### src/rtl/branch_unit_bht.sv
// branch_unit_bht: EX-stage branch resolution with a 2-bit counter BHT.
// Evaluates all six B-type conditions directly on rs1/rs2, returns an
// IF-stage prediction from the BHT, trains it on resolve and emits a
// registered resolve/mispredict/redirect pulse one cycle after resolve.
// Optional feature macro: BRANCH_PERF_EN (branch/mispredict counters).
module branch_unit_bht #(
   parameter int XLEN     = 32,
   parameter int IDX_BITS = 6,
   parameter int CNT_W    = 32
) (
   input  logic            clk,
   input  logic            rst_n,
   input  logic [XLEN-1:0] if_pc,
   output logic            pred_taken,
   input  logic            ex_valid,
   input  logic            ex_is_branch,
   input  logic            ex_kill,
   input  logic [XLEN-1:0] ex_pc,
   input  logic [2:0]      ex_funct3,
   input  logic [XLEN-1:0] ex_rs1,
   input  logic [XLEN-1:0] ex_rs2,
   input  logic [XLEN-1:0] ex_target,
   input  logic            ex_pred_taken,
   output logic            res_valid,
   output logic            res_taken,
   output logic            mispredict,
   output logic [XLEN-1:0] redirect_pc,
   output logic            res_illegal,
   output logic [CNT_W-1:0] br_count,
   output logic [CNT_W-1:0] mis_count
);

   localparam int DEPTH = 1 << IDX_BITS;

   logic                resolve;
   logic                legal;
   logic                taken;
   logic [IDX_BITS-1:0] upd_idx;
   logic [IDX_BITS-1:0] lk_idx;

   logic [1:0]      bht_q [DEPTH];
   logic [1:0]      bht_d [DEPTH];
   logic            res_valid_q, res_valid_d;
   logic            res_taken_q, res_taken_d;
   logic            mispredict_q, mispredict_d;
   logic            res_illegal_q, res_illegal_d;
   logic [XLEN-1:0] redirect_pc_q, redirect_pc_d;

   // PC bits outside the index field do not affect the table
   logic unused_pc_bits;
   assign unused_pc_bits = ^{if_pc[XLEN-1:IDX_BITS+2], if_pc[1:0],
                             ex_pc[XLEN-1:IDX_BITS+2], ex_pc[1:0]};

   assign resolve = ex_valid & ex_is_branch & ~ex_kill;
   assign upd_idx = ex_pc[IDX_BITS+1:2];
   assign lk_idx  = if_pc[IDX_BITS+1:2];

   // Lookup reads the registered table, so a same-cycle update is not visible
   assign pred_taken = bht_q[lk_idx][1];

   // Branch condition decode; 010/011 are illegal and never taken
   always_comb begin
      legal = 1'b1;
      taken = 1'b0;
      case (ex_funct3)
         3'b000:  taken = (ex_rs1 == ex_rs2);
         3'b001:  taken = (ex_rs1 != ex_rs2);
         3'b100:  taken = ($signed(ex_rs1) <  $signed(ex_rs2));
         3'b101:  taken = ($signed(ex_rs1) >= $signed(ex_rs2));
         3'b110:  taken = (ex_rs1 <  ex_rs2);
         3'b111:  taken = (ex_rs1 >= ex_rs2);
         default: legal = 1'b0;
      endcase
   end

   // Saturating counter training for the resolving branch's entry
   always_comb begin
      bht_d = bht_q;
      if (resolve && legal) begin
         if (taken && bht_q[upd_idx] != 2'b11)
            bht_d[upd_idx] = bht_q[upd_idx] + 2'd1;
         else if (!taken && bht_q[upd_idx] != 2'b00)
            bht_d[upd_idx] = bht_q[upd_idx] - 2'd1;
      end
   end

   // Next values of the resolution pulses; redirect_pc holds when idle
   always_comb begin
      res_valid_d   = resolve;
      res_taken_d   = resolve & legal & taken;
      mispredict_d  = resolve & legal & (taken ^ ex_pred_taken);
      res_illegal_d = resolve & ~legal;
      redirect_pc_d = redirect_pc_q;
      if (resolve)
         redirect_pc_d = taken ? ex_target : ex_pc + XLEN'(4);
   end

   // BHT storage; every entry restarts weakly not-taken
   always_ff @(posedge clk or negedge rst_n) begin
      if (!rst_n) begin
         for (int i = 0; i < DEPTH; i++) bht_q[i] <= 2'b01;
      end else begin
         bht_q <= bht_d;
      end
   end

   // Resolution output registers
   always_ff @(posedge clk or negedge rst_n) begin
      if (!rst_n) begin
         res_valid_q   <= 1'b0;
         res_taken_q   <= 1'b0;
         mispredict_q  <= 1'b0;
         res_illegal_q <= 1'b0;
         redirect_pc_q <= '0;
      end else begin
         res_valid_q   <= res_valid_d;
         res_taken_q   <= res_taken_d;
         mispredict_q  <= mispredict_d;
         res_illegal_q <= res_illegal_d;
         redirect_pc_q <= redirect_pc_d;
      end
   end

   assign res_valid   = res_valid_q;
   assign res_taken   = res_taken_q;
   assign mispredict  = mispredict_q;
   assign res_illegal = res_illegal_q;
   assign redirect_pc = redirect_pc_q;

`ifdef BRANCH_PERF_EN
   logic [CNT_W-1:0] br_count_q, br_count_d;
   logic [CNT_W-1:0] mis_count_q, mis_count_d;

   // Saturating event counters, cleared only by reset
   always_comb begin
      br_count_d  = br_count_q;
      mis_count_d = mis_count_q;
      if (resolve && legal && br_count_q != '1)
         br_count_d = br_count_q + CNT_W'(1);
      if (mispredict_d && mis_count_q != '1)
         mis_count_d = mis_count_q + CNT_W'(1);
   end

   // Counter registers
   always_ff @(posedge clk or negedge rst_n) begin
      if (!rst_n) begin
         br_count_q  <= '0;
         mis_count_q <= '0;
      end else begin
         br_count_q  <= br_count_d;
         mis_count_q <= mis_count_d;
      end
   end

   assign br_count  = br_count_q;
   assign mis_count = mis_count_q;
`else
   assign br_count  = '0;
   assign mis_count = '0;
`endif

endmodule

### config.mk
export PLATFORM = sky130hd
export DESIGN_NAME = branch_unit_bht
export DESIGN_NICKNAME = d
export VERILOG_FILES = /design/src/rtl/branch_unit_bht.sv
export SDC_FILE = /design/constraint.sdc
export NUM_CORES = 1
export LEC_CHECK = 0
export BUFFER_PORTS_ARGS = -buffer_cell sky130_fd_sc_hd__buf_4
export CAP_MARGIN = 10
export CELL_PAD_IN_SITES_DETAIL_PLACEMENT = 1
export CELL_PAD_IN_SITES_GLOBAL_PLACEMENT = 2
export CORE_ASPECT_RATIO = 1.2
export CORE_MARGIN = 4
export CORE_UTILIZATION = 34
export CTS_CLUSTER_DIAMETER = 30
export CTS_CLUSTER_SIZE = 20
export DETAILED_ROUTE_END_ITERATION = 8
export PLACE_DENSITY = 0.9
export RECOVER_POWER = 50
export SLEW_MARGIN = 20
export SYNTH_ARGS = -nofsm -noshare
export SYNTH_HDL_FRONTEND = slang
export SYNTH_SLANG_ARGS = --single-unit
### constraint.sdc
create_clock -name clk -period 4.7 [get_ports clk]
set_clock_uncertainty 0.15 [all_clocks]
set_input_delay 0.235 -clock clk [delete_from_list [all_inputs] [get_ports clk]]
set_output_delay 0.235 -clock clk [all_outputs]
set_load 0.02 [all_outputs]
==> results.yml <==
global_route:
  grt_usage_pct: 20.6
  gr-total-overflow: 0
  grt_use_met1_pct: 23.7
  grt_max_degree: 83
  grt_pass1_vias: 10100
  grt_pass1_wl_mm: 57.2
  grt_busiest_layer: "met2"
  grt_use_met2_pct: 36.9
  antenna_found_initial: 0
  met3_usage_pct: 4.67
routing:
  drt_iter0_drc: 514
  drtPass1Iterations: 6
  wirelength_mm: 37.2
  avgRoutedWirePerCell_um: 21.5
  num_vias: 9315
  drc: 0
  routed_via_density: 5.38
  ant_nets: 0
clock_network:
  clk_pin_slew_ps: 70
  insertion_delay_ps: 450
  cts_max_level: 4
  hold_buffers: 38
  cts_buffers: 17
  cts_tree: "built"
  cts.repair.resized: 0
  cts_sinks: 164
  cts_buffer_depth: 2
  cts_setup_buffers: 0
  clockRootBuffer: "clkbuf_16"
min_path:
  hold_path_startpoint: "ex_pc[29]"
  hold_path.class: "primary input to register"
  hold_depth: 4
  whs_endpoint: "redirect_pc[29]"
yosys:
  ys_seq_elements: 164
  avgSynthCellArea_sq_um: 10.0
  synth_edf_count: 0
  netlist_area_sq_um: 11100
  netlist_instances: 1110
  synthArstFlopShare_pct: 100
  synthDistinctLibCells: 54
  ys.flop_type: "dfrtp_1"
  ys_warn_count: 0
  ys_seq_area_share_pct: 37.7
floorplanning:
  io_pins: 270
  die_h_um: 206
  coreArea_sq_um: 32300
  die_w_um: 173
  dieArea_sq_um: 35600
  start_util_pct: 34.4
  rows: 72
pwr:
  vdd_drop_max_mv: 0.177
  power_per_cell_area_nw_per_um2: 303
  leakage_nw: 6.19
critical_path:
  worstPathRequired_ps: 4880
  worst_path_max_delay_cell: "and2_1"
  start_kind: "primary input"
  startpoint: "ex_pc[3]"
  crit_type: "primary input to register"
  crit_buf_inv: 1
  arrival_ps: 4030
  path_cells: "buf_4 -> nor2b_1 -> and2_1 -> a22oi_1 -> nand4_1 -> o21ai_0 -> o211ai_1 -> o21ai_0 -> and2_1 -> ha_1 -> nor2_1 -> nand2_1 -> nor2_1 -> mux2_4 -> mux2_2"
  rr_worst_depth: 11
  r2r-end: "bht_q[91]"
  cpPeakStageDelay_ps: 640
  rrSetupSlack_ps: 920
  crit_path_end_kind: "register"
  cp_top_family: "simple AND/OR/NAND/NOR gates"
  crit_fanout: 10
sta:
  setup_viol: 0
  slew_viol_final: 83
  fmax_mhz: 260
  post-route-period-util_pct: 81.9
  rsz0062_at_grt: "false"
  hold_viol: 0
  slew_headroom_pct: -41.2
  min_period_ps: 3850
  worst_slew_pin_slew_ps: 2120
  timing.hold.ws_ps: 21.8
  tns_ps: 0
placement:
  numPortBuffers: 179
  place_congestion: 0.850
  dp.final_hpwl_mm: 27.1
cells_and_area:
  fillCellCount: 3672
  regArea_sq_um: 4180
  syn2layout_area_growth_pct: 21.7
  multi_input_area_sq_um: 6270
  final_net_count: 1515
  fin_util_pct: 41.9
  antennaDiodeCount: 0
  layout-drive-gt1-share_pct: 32.0
status:
  outcome: "finished, violations left"
  violations: "capacitance limit, slew limit"
run:
  maxCapViolations: 1
[layout make-up]
| type | count | share of cell area [%] |
|---|---|---|
| Clock buffer | 19 | 3.28 |
| Clock inverter | 13 | 1.27 |
| Inverter | 36 | 1.00 |
| Multi-Input combinational cell | 849 | 46.4 |
| Sequential cell | 164 | 31.0 |
| Tap cell | 407 | 3.77 |
| Timing Repair Buffer | 243 | 13.3 |
[power breakdown]
group	internal (W)	total (W)	switching (W)
combinational	0.000378	0.000970	0.000592
clock	0.000860	0.00150	0.000639
sequential	0.00155	0.00162	0.0000764
total	0.00278	0.00409	0.00131
[synth_stat cells (7+ instances only)]
library cell / number / share of area, %
inv_1: 36 / 1.2
o21ai_0: 35 / 1.6
mux2i_1: 81 / 7.3
a21oi_1: 27 / 1.2
ha_1: 35 / 3.9
mux2_1: 9 / 0.91
buf_2: 7 / 0.32
nor2b_1: 9 / 0.51
xnor2_1: 23 / 1.8
buf_4: 67 / 4.5
nand3_1: 18 / 0.81
nor3_1: 10 / 0.45
mux2_2: 119 / 12
dfrtp_1: 100 / 23
clkbuf_1: 41 / 1.4
nand4_1: 13 / 0.73
o22ai_1: 28 / 1.6
nand2_1: 106 / 3.6
a22oi_1: 23 / 1.6
dfstp_2: 64 / 15
xor2_1: 8 / 0.63
mux2_4: 10 / 1.4
nor2_1: 142 / 4.8
a221oi_1: 7 / 0.55
mux4_2: 21 / 4.3
[worst max-delay path by stage]
stage	cells after the start	slack, ps	end
3_5_place_dp	13	510	bht_q[53]
4_1_cts	10	940	bht_q[53]
5_1_grt	15	670	bht_q[53]
3_3_place_gp	12	580	bht_q[61]
6_report	15	850	bht_q[53]
2_1_floorplan	15	1030	bht_q[19]
[cell usage in the layout (no fill, tap or decap), types with 7 or more instances in the layout]
cell type / count
nand2_1: 105
mux2_4: 10
conb_1: 64
buf_4: 163
clkbuf_1: 38
o22ai_1: 28
clkbuf_16: 17
dlygate4sd3_1: 38
nor3_1: 10
a21oi_1: 27
a221oi_1: 7
mux2_1: 9
xor2_1: 7
mux2_2: 119
ha_1: 35
nand4_1: 13
nand3_1: 18
nor2b_1: 9
dfstp_2: 64
nor2_1: 142
dfrtp_1: 100
a22oi_1: 23
mux4_2: 21
mux2i_1: 81
xnor2_1: 23
inv_1: 36
o21ai_0: 35
[metal layers]
metal / wire, um / vias to the layer above
met4: 1530 / 0
met3: 2430 / 95
li1: - / 4201
met5: 0 / -
met1: 14300 / 4646
met2: 18900 / 373
[logic make-up (layout without fill, tap and decap cells)]
kind of cell	Yosys count	after routing	synth area share, %
simple gates	328	328	12.7
mux	240	240	25.9
flops	164	164	37.7
buf+inv	160	311	8.33
compound gates	151	151	8.93
fa+ha+maj	35	35	3.94
xor+xnor	31	31	2.45
other cells	1	64	0.0338
[worst register-to-register path, delay by kind of cell, from the launching register on]
| kind | cells | cell delay (ps) |
|---|---|---|
| simple gates | 4 | 1110 |
| compound gates | 3 | 760 |
| mux | 2 | 670 |
| flops | 1 | 550 |
| fa+ha+maj | 1 | 330 |
| buf+inv | 1 | 100 |
[stage by stage]
step | std cells | total power [W] | cell area, sq um | worst slack (ps)
after floorplan | 1173 | 0.00223 | 11300 | 1030
after global placement | 1661 | 0.00260 | 12700 | 577
after detailed placement | 1661 | 0.00263 | 12700 | 514
after CTS | 1731 | 0.00416 | 13700 | 941
after global routing | 1731 | 0.00426 | 13500 | 665
final | 1731 | 0.00409 | 13500 | 851
Note: power is estimated with default switching activity, not from simulation.
